**src/rtl/syscall_ctrl.sv**
```systemverilog
// SYSCALL service sequencer: latches $v0/$a0/pc on Sys, stalls decode while a service runs,
// streams bytes to the console, reads string bytes from data memory and owns the sticky halt.
module syscall_ctrl #(
    parameter logic [31:0] SYS_PRINT_INT = 32'd1,
    parameter logic [31:0] SYS_PRINT_STR = 32'd4,
    parameter logic [31:0] SYS_EXIT      = 32'd10,
    parameter logic [31:0] SYS_PRINT_CHR = 32'd11,
    parameter int unsigned MAX_STR_LEN   = 256
) (
    input  logic        clk,
    input  logic        rst_b,
    input  logic        Sys,
    input  logic [31:0] pc,
    input  logic [31:0] r_v0,
    input  logic [31:0] r_a0,
    output logic        sys_stall,
    output logic        syscall_halt,
    output logic        con_valid,
    output logic [7:0]  con_data,
    input  logic        con_ready,
    output logic        mem_req,
    output logic [31:0] mem_addr,
    input  logic [7:0]  mem_rdata,
    input  logic        mem_rvalid
);

    localparam int unsigned LenW = $clog2(MAX_STR_LEN + 1);

    typedef enum logic [2:0] {
        StIdle, StHex, StChr, StStrReq, StStrWait, StStrEmit, StDone, StHalt
    } state_e;

    state_e            state_q, state_d;
    logic [31:0]       pc_q, pc_d;
    logic [31:0]       a0_q, a0_d;
    logic [2:0]        nib_q, nib_d;
    logic [31:0]       addr_q, addr_d;
    logic [LenW-1:0]   len_q, len_d;
    logic [7:0]        byte_q, byte_d;
    logic [3:0]        nib;
    logic              known_code;

    // pc is only kept for the end-of-program message in simulation environments.
    logic unused_pc;
    assign unused_pc = ^pc_q;

    assign known_code = (r_v0 == SYS_PRINT_INT) || (r_v0 == SYS_PRINT_STR) ||
                        (r_v0 == SYS_EXIT) || (r_v0 == SYS_PRINT_CHR);
    assign nib = a0_q[{nib_q, 2'b00} +: 4];

    always_ff @(posedge clk) begin
        if (rst_b) begin
            state_q <= StIdle;
            pc_q    <= '0;
            a0_q    <= '0;
            nib_q   <= '0;
            addr_q  <= '0;
            len_q   <= '0;
            byte_q  <= '0;
        end else begin
            state_q <= state_d;
            pc_q    <= pc_d;
            a0_q    <= a0_d;
            nib_q   <= nib_d;
            addr_q  <= addr_d;
            len_q   <= len_d;
            byte_q  <= byte_d;
        end
    end

    always_comb begin
        state_d      = state_q;
        pc_d         = pc_q;
        a0_d         = a0_q;
        nib_d        = nib_q;
        addr_d       = addr_q;
        len_d        = len_q;
        byte_d       = byte_q;
        sys_stall    = 1'b0;
        syscall_halt = 1'b0;
        con_valid    = 1'b0;
        con_data     = 8'h00;
        mem_req      = 1'b0;
        mem_addr     = 32'h0;

        unique case (state_q)
            StIdle: begin
                // Unknown codes retire in zero cycles without stalling.
                if (Sys && known_code) begin
                    sys_stall = 1'b1;
                    pc_d      = pc;
                    a0_d      = r_a0;
                    if (r_v0 == SYS_EXIT) begin
                        state_d = StHalt;
                    end else if (r_v0 == SYS_PRINT_INT) begin
                        nib_d   = 3'd7;
                        state_d = StHex;
                    end else if (r_v0 == SYS_PRINT_CHR) begin
                        state_d = StChr;
                    end else begin
                        addr_d  = r_a0;
                        len_d   = '0;
                        state_d = StStrReq;
                    end
                end
            end
            StHex: begin
                sys_stall = 1'b1;
                con_valid = 1'b1;
                con_data  = (nib < 4'd10) ? {4'h3, nib} : (8'h37 + {4'h0, nib});
                if (con_ready) begin
                    if (nib_q == 3'd0) state_d = StDone;
                    else               nib_d   = nib_q - 3'd1;
                end
            end
            StChr: begin
                sys_stall = 1'b1;
                con_valid = 1'b1;
                con_data  = a0_q[7:0];
                if (con_ready) state_d = StDone;
            end
            StStrReq: begin
                sys_stall = 1'b1;
                mem_req   = 1'b1;
                mem_addr  = addr_q;
                state_d   = StStrWait;
            end
            StStrWait: begin
                sys_stall = 1'b1;
                if (mem_rvalid) begin
                    if (mem_rdata == 8'h00 || len_q == LenW'(MAX_STR_LEN)) begin
                        state_d = StDone;
                    end else begin
                        byte_d  = mem_rdata;
                        state_d = StStrEmit;
                    end
                end
            end
            StStrEmit: begin
                sys_stall = 1'b1;
                con_valid = 1'b1;
                con_data  = byte_q;
                if (con_ready) begin
                    addr_d  = addr_q + 32'd1;
                    len_d   = len_q + LenW'(1);
                    state_d = StStrReq;
                end
            end
            StDone: begin
                // Sys here is still the retiring SYSCALL, so it is ignored.
                state_d = StIdle;
            end
            StHalt: begin
                sys_stall    = 1'b1;
                syscall_halt = 1'b1;
            end
            default: state_d = StIdle;
        endcase
    end

endmodule

```
**config.mk**
```make
export PLATFORM = sky130hd
export DESIGN_NAME = syscall_ctrl
export DESIGN_NICKNAME = d
export VERILOG_FILES = /design/src/rtl/syscall_ctrl.sv
export SDC_FILE = /design/constraint.sdc
export NUM_CORES = 1
export LEC_CHECK = 0
export ABC_CLOCK_PERIOD_IN_PS = 5200
export CORE_MARGIN = 10
export CORE_UTILIZATION = 60
export CTS_BUF_LIST = sky130_fd_sc_hd__clkbuf_4
export CTS_CLUSTER_DIAMETER = 80
export CTS_CLUSTER_SIZE = 30
export DETAILED_ROUTE_END_ITERATION = 7
export DONT_BUFFER_PORTS = 1
export PLACE_DENSITY = 0.88
export RECOVER_POWER = 25
export SLEW_MARGIN = 20
export SYNTH_ARGS = -nofsm -noshare
export SYNTH_HDL_FRONTEND = slang
export SYNTH_SLANG_ARGS = --single-unit
export TNS_END_PERCENT = 20
```
**constraint.sdc**
```tcl
create_clock -name clk -period 5.2 [get_ports clk]
set_clock_uncertainty 0.1 [all_clocks]
set_input_delay 1.04 -clock clk [delete_from_list [all_inputs] [get_ports clk]]
set_output_delay 1.04 -clock clk [all_outputs]
set_load 0.02 [all_outputs]
```
==> impl_metrics.json, run 1 <==
{
  "synth_warnings": 0,
  "setup_viol": 0,
  "clockBufferDepth": 2,
  "slew_headroom": 0.0161,
  "r2r_end": "addr_q[16]",
  "p_leak_uw": 0.00191,
  "drtAntennaViolNets": 0,
  "hpwl_mm": 11.6,
  "synth_top_area_frac": 0.326,
  "grt_overflow_total": 0,
  "path_max_fanout": 6,
  "max_slew.worst_pin.slew_ns": 1.48,
  "place_congestion": 0.937,
  "syn_area_mm2": 0.00534,
  "p_total_uw": 1990,
  "r2r-start": "state_q[2]",
  "rr_worst_depth": 7,
  "fillerInstances": 796,
  "yosysSeqAreaShare": 0.326,
  "cts-root-buf": "clkbuf_4",
  "fp-row-count": 34,
  "routed_wl_mm": 16.1,
  "area_growth_syn_to_layout_pct": 0.445,
  "grt_pass1_vias": 4803,
  "numPortBuffers": 0,
  "start_util": 0.616,
  "arrival_ns": 2.90,
  "coreArea_mm2": 0.00868,
  "cp.required_ns": 4.06,
  "power.density_mw_per_mm2": 372,
  "hp-class": "reg -> reg",
  "antenna_cells": 0,
  "max_freq_ghz": 0.247,
  "max-vdd-ir-drop_mv": 0.169,
  "boundaryPins": 153,
  "die_y_um": 114,
  "layout-drive-gt1-share": 0.0597,
  "grt_pass1_wl_mm": 25.5,
  "crit_path_start": "r_v0[9]",
  "hold_buffers": 0,
  "first_iter_violations": 674,
  "grt_max_degree": 91,
  "clk_latency_ns": 0.45,
  "syn_avg_cell_area_um2": 7.56,
  "r2r_slack_ns": 1.55,
  "maxCapViolCount": 0,
  "synth-edff-count": 0,
  "first_pass_iters": 8,
  "cts_resized": 0,
  "cts.reportedPaths.clkPinSlew_ns": 0.16,
  "postLayoutCellArea_mm2": 0.00537,
  "rsz0062_at_grt": "no",
  "finalHoldViolations": 0,
  "synthTopCellsByArea": "dfxtp_1, nand2_1, a21oi_1, and3_1, mux4_2",
  "syn_inst": 707,
  "route.detailed.wl_per_inst_um": 20.7,
  "finalCritPeriodShare": 0.777,
  "via_count": 5335,
  "die_x_um": 114,
  "ys_async_sr_fraction": 0,
  "dieArea_mm2": 0.0131,
  "synth_cell_types": 68,
  "status": "complete, no violations",
  "layout.nets": 780,
  "antenna_found_initial": 0,
  "fin_crit_ns": 4.04,
  "cts_made_buffers": 9,
  "synth-seq-cells": 87,
  "tns_ns": 0,
  "cts_setup_buffers": 0,
  "cts_tree": "yes",
  "grt_use_total": 0.234,
  "placed_area_mm2": 0.00527,
  "cts.sinks": 87,
  "endpoint": "sys_stall",
  "path_class": "in -> out",
  "slew_violations": 0,
  "synthesis.nets": 822,
  "drc": 0,
  "cp-start-kind": "input pin",
  "synth_area_leader_cell": "dfxtp_1",
  "routed_via_density": 6.86,
  "synth_flop_cell": "dfxtp_1",
  "htree_levels": 3,
  "crit_path_end_kind": "output port"
}
flip-flops by register name (all words and copies together), names as in the netlist:
signal	cells
byte_q	8
len_q	9
addr_q	32
nib_q	3
a0_q	32
state_q	3
cells in the mapped netlist, types with 4 or more instances:
cell / number
and3_1: 39
inv_1: 7
nor2_1: 44
o21a_1: 5
o21ai_1: 20
nor3_1: 23
mux4_2: 8
nor4_2: 4
nor3b_1: 4
nand2_1: 133
buf_4: 5
nand3_1: 18
ha_1: 6
nor2b_1: 8
a311oi_1: 4
nor4_1: 11
a22o_1: 4
a211oi_1: 5
buf_2: 10
a31oi_1: 6
nand2b_1: 5
mux2i_1: 12
o32ai_1: 4
o31ai_1: 10
o311ai_1: 4
o21ai_0: 17
and2_1: 11
a21oi_1: 83
nand4_1: 11
o221a_1: 4
clkbuf_1: 42
dfxtp_1: 87
cells by family after synthesis:
kind of cell,after synthesis,synth area share
compound gates,194,0.229
xor+xnor,2,0.00328
buf+inv,65,0.0515
simple gates,333,0.321
flops,87,0.326
mux,20,0.0562
fa+ha+maj,6,0.0140
critical path, cell delays in order:
cell,delay (ns)
nor4_1,0.25
nand4_1,0.21
nor4_1,0.95
or3_1,0.22
a21o_1,0.23
metal layers:
layer,up-vias,global-route usage,part of all wire
met4,0,0.0785,0.026
met1,2454,0.302,0.39
met5,-,0,0
met2,335,0.365,0.46
li1,2508,-,-
met3,38,0.0692,0.13
through the flow:
stage	setup WS [ns]	hold slack [ns]	std cells	util
floorplan	1.84	0.329	707	-
global placement	1.68	0.333	762	0.607
detailed placement	1.64	0.339	762	0.607
CTS	1.17	0.358	778	0.622
global route	0.959	0.385	778	0.619
finish	1.16	0.359	778	0.619
placed cells by master (no fill, tap or decap), drive strengths merged, types with 5 or more instances in the layout:
cell type,n
nand2,133
dfxtp,87
a21oi,83
nor2,44
and3,39
o21ai,37
nor3,24
nand3,18
nor4,18
nand4,14
inv,13
mux2i,12
and2,11
o31ai,10
clkbuf,9
nor2b,8
mux4,8
a31oi,6
ha,6
o21a,5
a211oi,5
nand2b,5
report_power, final:
| part | switching (uW) | internal [uW] |
|---|---|---|
| Clock | 276 | 113 |
| Combinational | 450 | 233 |
| Sequential | 165 | 758 |
| Total | 890 | 1100 |
worst min path at each step:
stage | start | end | slack, ns | depth (start not counted)
floorplan | a0_q[11] | a0_q[11] | 0.33 | 2
global placement | a0_q[31] | a0_q[31] | 0.33 | 2
detailed placement | a0_q[17] | a0_q[17] | 0.34 | 2
CTS | a0_q[17] | a0_q[17] | 0.36 | 2
global route | a0_q[19] | a0_q[19] | 0.38 | 2
finish | a0_q[17] | a0_q[17] | 0.36 | 2
layout make-up:
cell class | instances | area, um^2 | share of cell area
Multi-Input combinational cell | 555 | 3300 | 0.614
Sequential cell | 87 | 1740 | 0.324
Tap cell | 108 | 135 | 0.0252
Clock buffer | 9 | 67.6 | 0.0126
Clock inverter | 7 | 66.3 | 0.0124
Timing Repair Buffer | 4 | 30.0 | 0.00559
Inverter | 8 | 30.0 | 0.00559
Note: power is estimated with default switching activity, not from simulation.
==> run 2, diff against run 1 <==
--- a/config.mk
+++ b/config.mk
@@ -5,7 +5,7 @@
 export SDC_FILE = /design/constraint.sdc
 export NUM_CORES = 1
 export LEC_CHECK = 0
-export ABC_CLOCK_PERIOD_IN_PS = 5200
+export ABC_CLOCK_PERIOD_IN_PS = 3700
 export CORE_MARGIN = 10
 export CORE_UTILIZATION = 60
 export CTS_BUF_LIST = sky130_fd_sc_hd__clkbuf_4
@@ -13,7 +13,7 @@
 export CTS_CLUSTER_SIZE = 30
 export DETAILED_ROUTE_END_ITERATION = 7
 export DONT_BUFFER_PORTS = 1
-export PLACE_DENSITY = 0.88
+export PLACE_DENSITY = 0.91
 export RECOVER_POWER = 25
 export SLEW_MARGIN = 20
 export SYNTH_ARGS = -nofsm -noshare
==> constraint.sdc (replaced) <==
create_clock -name clk -period 3.7 [get_ports clk]
set_clock_uncertainty 0.1 [all_clocks]
set_input_delay 0.74 -clock clk [delete_from_list [all_inputs] [get_ports clk]]
set_output_delay 0.74 -clock clk [all_outputs]
set_load 0.02 [all_outputs]
==> impl_metrics.json, run 2 (synthesis gave the netlist of run 1 again) <==
{
  "crit_family": "multiplexers",
  "tns_ns": 0,
  "slew_headroom": 0.0760,
  "drc": 0,
  "area_growth_syn_to_layout_pct": 1.01,
  "boundaryPins": 153,
  "start_util": 0.616,
  "r2r_end": "addr_q[1]",
  "final_cell_mix": "nand2_1, dfxtp_1, a21oi_1",
  "slew_violations": 0,
  "routed_via_density": 6.95,
  "grt_use_total": 0.234,
  "internal_power_uw": 1550,
  "clk_latency_ns": 0.45,
  "place_congestion": 0.922,
  "antenna_found_initial": 0,
  "max_freq_ghz": 0.286,
  "route.detailed.wl_per_inst_um": 20.6,
  "cts.reportedPaths.clkPinSlew_ns": 0.15,
  "layout.nets": 785,
  "post-place-ws_ns": 0.523,
  "cts_tree": "yes",
  "fin_ws_ns": 0.198,
  "arrival_ns": 2.66,
  "die_y_um": 114,
  "hold_end": "a0_q[12]",
  "grt_max_degree": 91,
  "fillerInstances": 761,
  "reg_top3": "a0_q x32, addr_q x32, len_q x9",
  "fp-row-count": 34,
  "clockBufferDepth": 2,
  "cts-root-buf": "clkbuf_4",
  "hp-class": "in -> reg",
  "htree_levels": 3,
  "cp-start-kind": "register",
  "hpwl_mm": 11.7,
  "max-vdd-ir-drop_mv": 0.271,
  "path_buf_inv": 0,
  "grt_pass1_vias": 4891,
  "fin_crit_ns": 3.50,
  "finalCritPeriodShare": 0.946,
  "max_stage_delay_ns": 0.53,
  "routed_wl_mm": 16.1,
  "drtAntennaViolNets": 0,
  "p_total_uw": 2770,
  "first_pass_iters": 5,
  "max_slew.worst_pin.slew_ns": 1.39,
  "path_max_fanout": 9,
  "first_iter_violations": 705,
  "p_sw_uw": 1220,
  "path_class": "reg -> out",
  "rsz0062_at_grt": "no",
  "combPwrFrac": 0.356,
  "final_common_cell": "nand2_1",
  "dieArea_mm2": 0.0131,
  "crit_path_end_kind": "output port",
  "rr_worst_depth": 7,
  "min-delay-start": "rst_b",
  "multi_input_area_mm2": 0.00331,
  "critical_path.slowest_cell": "mux4_2",
  "numPortBuffers": 0,
  "layout-drive-gt1-share": 0.0696,
  "antenna_cells": 0,
  "status": "complete, no violations",
  "die_x_um": 114,
  "cts.sinks": 87,
  "holdPathStages": 1,
  "seq_area_mm2": 0.00174,
  "p_leak_uw": 0.00192,
  "maxCapViolCount": 0,
  "cts_setup_buffers": 0,
  "path_cells": "mux4_2 > mux2i_1 > ha_1 > o21ai_0 > nand3_1 > a32o_1",
  "power.density_mw_per_mm2": 514,
  "r2r_slack_ns": 0.81,
  "via_count": 5443,
  "finalHoldViolations": 0,
  "r2r-start": "state_q[2]",
  "grt_overflow_total": 0,
  "p_sw_frac": 0.441,
  "clkPwrFrac": 0.177,
  "cp.required_ns": 2.86,
  "p_seq_frac": 0.468,
  "grt_pass1_wl_mm": 25.4,
  "coreArea_mm2": 0.00868,
  "cts_made_buffers": 9,
  "setup_viol": 0
}
run 2: changes by cell type in the layout (fill, tap and decap cells not counted), sizes merged:
cell	before	now
clkinv	2	7
inv	13	8
clkbuf	9	10
buf	4	8
run 2: what timing repair did:
action | 4_1_cts | 5_1_grt
resized for setup | 0 | 2
hold buffers | 0 | 0
setup endpoints to repair | 0 | 5
run 2: power groups by stage:
stage / clock network (uW) / logic (uW) / registers, uW
after detailed placement: 0 / 957 / 1300
after CTS: 494 / 964 / 1280
after global placement: 0 / 920 / 1290
after floorplan: 0 / 874 / 1190
after global routing: 526 / 1070 / 1320
final: 490 / 986 / 1300
run 2: layout make-up:
class	instances	area share
clock buffers	9	0.0125
flip-flops and latches	87	0.323
clock inverters	7	0.00904
well taps	108	0.0250
multi-input cells	555	0.613
inverters	8	0.00556
repair buffers	9	0.0118
run 2: metrics by stage:
step | instances | utilization | hold slack [ns] | cell area (um^2)
after floorplan | 707 | - | 0.329 | 5340
after global placement | 767 | 0.611 | 0.329 | 5300
after detailed placement | 767 | 0.611 | 0.337 | 5300
after CTS | 783 | 0.625 | 0.240 | 5420
after global routing | 783 | 0.622 | 0.214 | 5400
final | 783 | 0.622 | 0.245 | 5400
run 2: worst max path at each step:
| stage | depth (start not counted) | endpoint | slack [ns] | start |
|---|---|---|---|---|
| final | 6 | con_data[4] | 0.20 | nib_q[1] |
| after global placement | 7 | con_data[6] | 0.64 | nib_q[1] |
| after detailed placement | 7 | con_data[6] | 0.52 | nib_q[1] |
| after floorplan | 7 | con_data[5] | 0.84 | nib_q[1] |
| after global routing | 7 | con_data[6] | 0.03 | nib_q[1] |
| after CTS | 6 | con_data[4] | 0.01 | nib_q[1] |
run 2: metal layers:
metal / up-vias / share of wire / track usage / wire length [um]
li1: 2513 / - / - / -
met1: 2534 / 0.37 / 0.294 / 6020
met2: 358 / 0.46 / 0.368 / 7460
met3: 38 / 0.14 / 0.0854 / 2280
met4: 0 / 0.024 / 0.0660 / 386
met5: - / 0 / 0 / 0
